File: config.mk
export PLATFORM = sky130hd
export DESIGN_NAME = reset_sequencer_flat
export DESIGN_NICKNAME = d
export VERILOG_FILES = /design/src/rtl/reset_sequencer_if.sv /design/src/rtl/reset_sequencer.sv /design/src/flat_wrapper.sv
export SDC_FILE = /design/constraint.sdc
export NUM_CORES = 1
export LEC_CHECK = 0
export ABC_AREA = 1
export BUFFER_PORTS_ARGS = -buffer_cell sky130_fd_sc_hd__buf_2
export CORE_ASPECT_RATIO = 0.8
export CORE_MARGIN = 8
export CORE_UTILIZATION = 55
export DETAILED_ROUTE_END_ITERATION = 10
export PLACE_DENSITY = 0.78
export SLEW_MARGIN = 20
export SYNTH_ARGS = -nofsm -noshare
export SYNTH_HDL_FRONTEND = slang
export SYNTH_SLANG_ARGS = --single-unit
File: constraint.sdc
create_clock -name wb_clk_i -period 1.78 [get_ports wb_clk_i]
set_clock_uncertainty 0.1 [all_clocks]
set_input_delay 0.178 -clock wb_clk_i [delete_from_list [all_inputs] [get_ports wb_clk_i]]
set_output_delay 0.178 -clock wb_clk_i [all_outputs]
set_load 0.05 [all_outputs]
File: src/rtl/reset_sequencer_if.sv
// Reset sequencer handshake bundle: LA requests in, per-domain resets and status out.
// master = sequencer side, slave = LA/consumer side.
interface reset_sequencer_if #(
   parameter int NUM_DOMAINS = 3
);
   logic                   soft_rst_req;
   logic                   boot_sel_i;
   logic [NUM_DOMAINS-1:0] domain_rst_n;
   logic                   pad_oeb_force;
   logic                   boot_sel_o;
   logic                   ready;
   logic [7:0]             soft_rst_count;

   modport master (
      input  soft_rst_req,
      input  boot_sel_i,
      output domain_rst_n,
      output pad_oeb_force,
      output boot_sel_o,
      output ready,
      output soft_rst_count
   );

   modport slave (
      output soft_rst_req,
      output boot_sel_i,
      input  domain_rst_n,
      input  pad_oeb_force,
      input  boot_sel_o,
      input  ready,
      input  soft_rst_count
   );
endinterface

File: src/rtl/reset_sequencer.sv
// Staggered multi-domain reset release with LA soft-reset and boot-select latch.
// All outputs registered; wb_rst_i clears everything asynchronously.
module reset_sequencer #(
   parameter int NUM_DOMAINS    = 3,
   parameter int CNT_WIDTH      = 12,
   parameter int HOLD_CYCLES    = 4095,
   parameter int STAGGER_CYCLES = 16,
   parameter int SYNC_STAGES    = 2
) (
   input logic                wb_clk_i,
   input logic                wb_rst_i,
   reset_sequencer_if.master  bus
);
   localparam logic [1:0] S_HOLD = 2'd0;
   localparam logic [1:0] S_STAG = 2'd1;
   localparam logic [1:0] S_RUN  = 2'd2;

   localparam logic [CNT_WIDTH-1:0] HOLD_LAST = CNT_WIDTH'(HOLD_CYCLES - 1);
   localparam logic [CNT_WIDTH-1:0] STAG_LAST = CNT_WIDTH'(STAGGER_CYCLES - 1);
   localparam logic [3:0]           LAST_IDX  = 4'(NUM_DOMAINS - 1);

   logic [SYNC_STAGES-1:0] r_rst_sync;
   logic [SYNC_STAGES-1:0] r_req_sync;
   logic [SYNC_STAGES-1:0] r_boot_sync;
   logic                   r_sreq_d;

   logic [1:0]             r_state;
   logic [CNT_WIDTH-1:0]   r_cnt;
   logic [3:0]             r_idx;
   logic [NUM_DOMAINS-1:0] r_dom;
   logic                   r_pad;
   logic                   r_ready;
   logic                   r_boot;
   logic [7:0]             r_count;

   logic                   w_rst_int;
   logic                   w_sreq;
   logic                   w_boot;
   logic [NUM_DOMAINS-1:0] w_idx_bit;

   assign w_rst_int = r_rst_sync[SYNC_STAGES-1];
   assign w_sreq    = r_req_sync[SYNC_STAGES-1];
   assign w_boot    = r_boot_sync[SYNC_STAGES-1];
   assign w_idx_bit = NUM_DOMAINS'(1) << r_idx;

   // Request chain resets high so no spurious edge is seen on release
   always_ff @(posedge wb_clk_i or posedge wb_rst_i) begin
      if (wb_rst_i) begin
         r_rst_sync  <= '1;
         r_req_sync  <= '1;
         r_boot_sync <= '0;
         r_sreq_d    <= 1'b1;
      end else begin
         r_rst_sync  <= {r_rst_sync[SYNC_STAGES-2:0], 1'b0};
         r_req_sync  <= {r_req_sync[SYNC_STAGES-2:0], bus.soft_rst_req};
         r_boot_sync <= {r_boot_sync[SYNC_STAGES-2:0], bus.boot_sel_i};
         r_sreq_d    <= w_sreq;
      end
   end

   always_ff @(posedge wb_clk_i or posedge wb_rst_i) begin
      if (wb_rst_i) begin
         r_state <= S_HOLD;
         r_cnt   <= '0;
         r_idx   <= '0;
         r_dom   <= '0;
         r_pad   <= 1'b1;
         r_ready <= 1'b0;
         r_boot  <= 1'b0;
         r_count <= '0;
      end else if (w_rst_int) begin
         r_state <= S_HOLD;
         r_cnt   <= '0;
         r_idx   <= '0;
         r_dom   <= '0;
         r_pad   <= 1'b1;
         r_ready <= 1'b0;
         r_boot  <= 1'b0;
      end else if (w_sreq) begin
         // Level holds the sequence parked; only the rising edge is counted
         r_state <= S_HOLD;
         r_cnt   <= '0;
         r_idx   <= '0;
         r_dom   <= '0;
         r_pad   <= 1'b1;
         r_ready <= 1'b0;
         r_boot  <= 1'b0;
         if (!r_sreq_d && r_count != 8'hFF)
            r_count <= r_count + 8'd1;
      end else begin
         unique case (r_state)
            S_HOLD: begin
               if (r_cnt == HOLD_LAST) begin
                  r_dom[0] <= 1'b1;
                  r_boot   <= w_boot;
                  r_cnt    <= '0;
                  r_idx    <= 4'd1;
                  if (NUM_DOMAINS == 1) begin
                     r_state <= S_RUN;
                     r_ready <= 1'b1;
                     r_pad   <= 1'b0;
                  end else begin
                     r_state <= S_STAG;
                  end
               end else begin
                  r_cnt <= r_cnt + 1'b1;
               end
            end
            S_STAG: begin
               if (r_cnt == STAG_LAST) begin
                  r_dom <= r_dom | w_idx_bit;
                  r_cnt <= '0;
                  r_idx <= r_idx + 4'd1;
                  if (r_idx == LAST_IDX) begin
                     r_state <= S_RUN;
                     r_ready <= 1'b1;
                     r_pad   <= 1'b0;
                  end
               end else begin
                  r_cnt <= r_cnt + 1'b1;
               end
            end
            S_RUN: begin
               r_ready <= 1'b1;
               r_pad   <= 1'b0;
            end
            default: begin
               r_state <= S_HOLD;
               r_cnt   <= '0;
               r_idx   <= '0;
            end
         endcase
      end
   end

   assign bus.domain_rst_n   = r_dom;
   assign bus.pad_oeb_force  = r_pad;
   assign bus.ready          = r_ready;
   assign bus.boot_sel_o     = r_boot;
   assign bus.soft_rst_count = r_count;
endmodule
File: src/flat_wrapper.sv
// flat-port wrapper written by rule: the top's interface ports become plain ports
module reset_sequencer_flat 
#(
   parameter int NUM_DOMAINS    = 3,
   parameter int CNT_WIDTH      = 12,
   parameter int HOLD_CYCLES    = 4095,
   parameter int STAGGER_CYCLES = 16,
   parameter int SYNC_STAGES    = 2
)
  (wb_clk_i, wb_rst_i, bus_soft_rst_req, bus_boot_sel_i, bus_domain_rst_n, bus_pad_oeb_force, bus_boot_sel_o, bus_ready, bus_soft_rst_count);
  reset_sequencer_if #(.NUM_DOMAINS(NUM_DOMAINS)) bus_i ();
  input logic wb_clk_i;
  input logic wb_rst_i;
  input wire logic [$bits(bus_i.soft_rst_req)-1:0] bus_soft_rst_req;
  input wire logic [$bits(bus_i.boot_sel_i)-1:0] bus_boot_sel_i;
  output wire logic [$bits(bus_i.domain_rst_n)-1:0] bus_domain_rst_n;
  output wire logic [$bits(bus_i.pad_oeb_force)-1:0] bus_pad_oeb_force;
  output wire logic [$bits(bus_i.boot_sel_o)-1:0] bus_boot_sel_o;
  output wire logic [$bits(bus_i.ready)-1:0] bus_ready;
  output wire logic [$bits(bus_i.soft_rst_count)-1:0] bus_soft_rst_count;
  assign bus_i.soft_rst_req = bus_soft_rst_req;
  assign bus_i.boot_sel_i = bus_boot_sel_i;
  assign bus_domain_rst_n = bus_i.domain_rst_n;
  assign bus_pad_oeb_force = bus_i.pad_oeb_force;
  assign bus_boot_sel_o = bus_i.boot_sel_o;
  assign bus_ready = bus_i.ready;
  assign bus_soft_rst_count = bus_i.soft_rst_count;
  reset_sequencer #(.NUM_DOMAINS(NUM_DOMAINS), .CNT_WIDTH(CNT_WIDTH), .HOLD_CYCLES(HOLD_CYCLES), .STAGGER_CYCLES(STAGGER_CYCLES), .SYNC_STAGES(SYNC_STAGES)) u_core (.wb_clk_i(wb_clk_i), .wb_rst_i(wb_rst_i), .bus(bus_i));
endmodule
==> flow_metrics.tcl <==
set metrics [dict create \
    cap_violations 0 \
    cp-end-kind "flop" \
    crit_type "flop to flop" \
    grt_pass1_vias 1688 \
    synth_area_leader_cell "dfrtp_1" \
    io_pins 18 \
    min-delay-start "u_core.r_rst_sync[0]" \
    crit_fanout 6 \
    avgSynthCellArea_sq_um 7.75 \
    vias_per_cell 4.87 \
    crit_end "u_core.r_idx[0]" \
    grt_pass1_wl_um 7540 \
    r2r_end "u_core.r_idx[0]" \
    startpoint "u_core.r_cnt[0]" \
    ys_ff_latch 39 \
    num_rows 21 \
    synth_top_area_frac 0.366 \
    core_sq_um 4070 \
    synthAdderAreaFrac 0.0499 \
    arrival_ns 1.79 \
    io_buffers 17 \
    start_kind "flop" \
    dp_hpwl_um 3240 \
    synth_top_family_by_area "simple AND/OR/NAND/NOR gates" \
    place_ws_ns 0.0973 \
    detail_route.wl_per_cell_um 11.8 \
    p_per_area_nw_per_um2 952 \
    period_share 0.926 \
    grt-ovfl-total 0 \
    area_growth_pct 16.2 \
    maxSlewViolCount 0 \
    synth_area_leaders "dfrtp_1, nand2_1, dfstp_2, nand3_1, nor2_1" \
    wl_um 4490 \
    antenna_found_initial 0 \
    root_buffer "clkbuf_8" \
    clk_latency_ns 0.30 \
    start_util 0.554 \
    met1_length_um 2330 \
    synth_flop_cell "dfrtp_1" \
    setup-violations-final 0 \
    synth_cell_types 26 \
    p_leak_nw 1.35 \
    ant_nets 0 \
    synthesis.nets 304 \
    async_reset_ff_frac 1.00 \
    synth_compound_area_frac 0.0233 \
    track_usage 0.150 \
    n_antenna_cell 0 \
    r2r_slack_ns 0.13 \
    netlist_instances 291 \
    yosysSeqAreaShare 0.436 \
    cts_tree "yes" \
    yosys.area_share.xor_xnor 0.0388 \
    synthMuxAreaShare 0 \
    cts.path.max_buffers 2 \
    topRoutingLayerUsed "met4" \
    numCtsBuffers 5 \
    clock_sinks 39 \
    setup_tns_ns 0 \
    hold_viol 0 \
    r2r_cells 10 \
    drc 0 \
    vias 1856 \
    setup_slack_ns 0.132 \
    yosysWarnings 0 \
    peakVddDrop_mv 0.700 \
    grt_max_degree 40 \
    max_clock_freq_mhz 607 \
    crit_required_ns 1.92 \
    fin_nets 336 \
    synth_edf_count 0 \
    wl_met3_um 214 \
    yosys.area_share.simple 0.389 \
    syn_area_sq_um 2260 \
    clk_pin_slew_ns 0.08 \
    drive_above_1_share 0.201 \
    r2r-start "u_core.r_cnt[0]" \
    die_y_um 73.3 \
    final_cell_mix "nand2_1, dfrtp_1, nor2_1, inv_1, nand3_1" \
    gp_congestion 0.879 \
    finalCriticalPeriod_ns 1.65 \
    drt-initial-drc-count 128 \
    dieArea_sq_um 6420 \
    rsz0062_at_grt "no" \
    dr.pass1.iters 4 \
    status "complete, no violations" \
    htreeDepth 2 \
    hold_class "flop to flop" \
    dieWidth_um 87.6 \
    dr_wl_met2_um 1900 \
    final_common_cell "nand2_1" \
]
how the worst min path moves through the flow:
stage | end | slack, ns | cells past startpoint
floorplan | u_core.r_req_sync[0] | 0.08 | 0
global placement | u_core.r_req_sync[0] | 0.18 | 1
detailed placement | u_core.r_req_sync[0] | 0.18 | 1
CTS | u_core.r_rst_sync[1] | 0.26 | 0
global route | u_core.r_req_sync[1] | 0.27 | 0
finish | u_core.r_rst_sync[1] | 0.26 | 0
layer usage:
layer | up-vias | track usage
met1 | 844 | 0.219
met5 | - | 0
met3 | 5 | 0.0402
li1 | 976 | -
met4 | 0 | 0.0475
met2 | 31 | 0.206
timing repair:
action	4_1_cts	5_1_grt
resized for setup	0	5
endpoints found under the setup margin	0	22
setup buffers	0	0
hold buffers	3	0
endpoints found under the hold margin	35	0
sequential cells by signal (all words and copies together), names as in the netlist:
name                       flops
u_core.r_cnt                  12
u_core.bus.soft_rst_count      8
u_core.r_idx                   4
u_core.bus.domain_rst_n        3
u_core.r_boot_sync             2
u_core.r_req_sync              2
u_core.r_rst_sync              2
u_core.r_state                 2
u_core.bus.boot_sel_o          1
u_core.bus.pad_oeb_force       1
u_core.bus.ready               1
u_core.r_sreq_d                1
power by group:
part	switching (mW)	leakage (nW)	internal, mW
sequential	0.0784	0.510	0.966
clock	0.317	0.0644	0.559
combinational	0.419	0.780	0.157
total	0.814	1.35	1.68
cells in the mapped netlist, types with 2 or more instances:
cell and number:
nand3_1 24, nand3b_1 5, or2_2 2, ha_1 9, o21ai_0 5, a21oi_1 3
nand2_2 8, nand2_1 98, dfstp_2 6, buf_6 2, inv_2 3, nor2_1 31
nor2_4 4, nand4_1 4, inv_1 28, xor2_1 9, nor2_2 3, dfrtp_1 33
nor3_1 7
cell type report:
cell class	instances	area [sq um]
Fill cell	353	1450
Sequential cell	39	983
Timing Repair Buffer	26	160
Clock inverter	3	67.6
Clock buffer	5	68.8
Tap cell	57	71.3
Inverter	31	116
Multi-Input combinational cell	220	1150
kinds of logic (layout without fill, tap and decap cells):
kind of cell,Yosys count,in the layout
other,1,1
xor gates and xnor gates,10,10
buffers and inverters,33,65
DFF,39,39
adders and majority gates,9,9
and+or+nand+nor,189,190
AOI/OAI and AO/OA,10,10
worst max-delay path: stages (launching register included):
cell and delay [ns]:
dfrtp_1 0.42, inv_1 0.09, ha_1 0.15, inv_1 0.05
nor2_2 0.14, nand3_4 0.12, nand2_4 0.10, nand2_2 0.09
nor2_4 0.19, nand2_2 0.09, nand2_2 0.06
through the flow:
stage	hold slack (ns)	std cells	power [mW]	util	cell area, sq um
6_report	0.257	381	2.50	0.644	2620
5_1_grt	0.266	381	2.61	0.644	2620
4_1_cts	0.259	380	2.51	0.639	2600
3_5_place_dp	0.185	369	1.62	0.598	2430
3_3_place_gp	0.182	369	1.61	0.598	2430
2_1_floorplan	0.0825	291	1.49	-	2260
(Power assumes the default switching activity.)
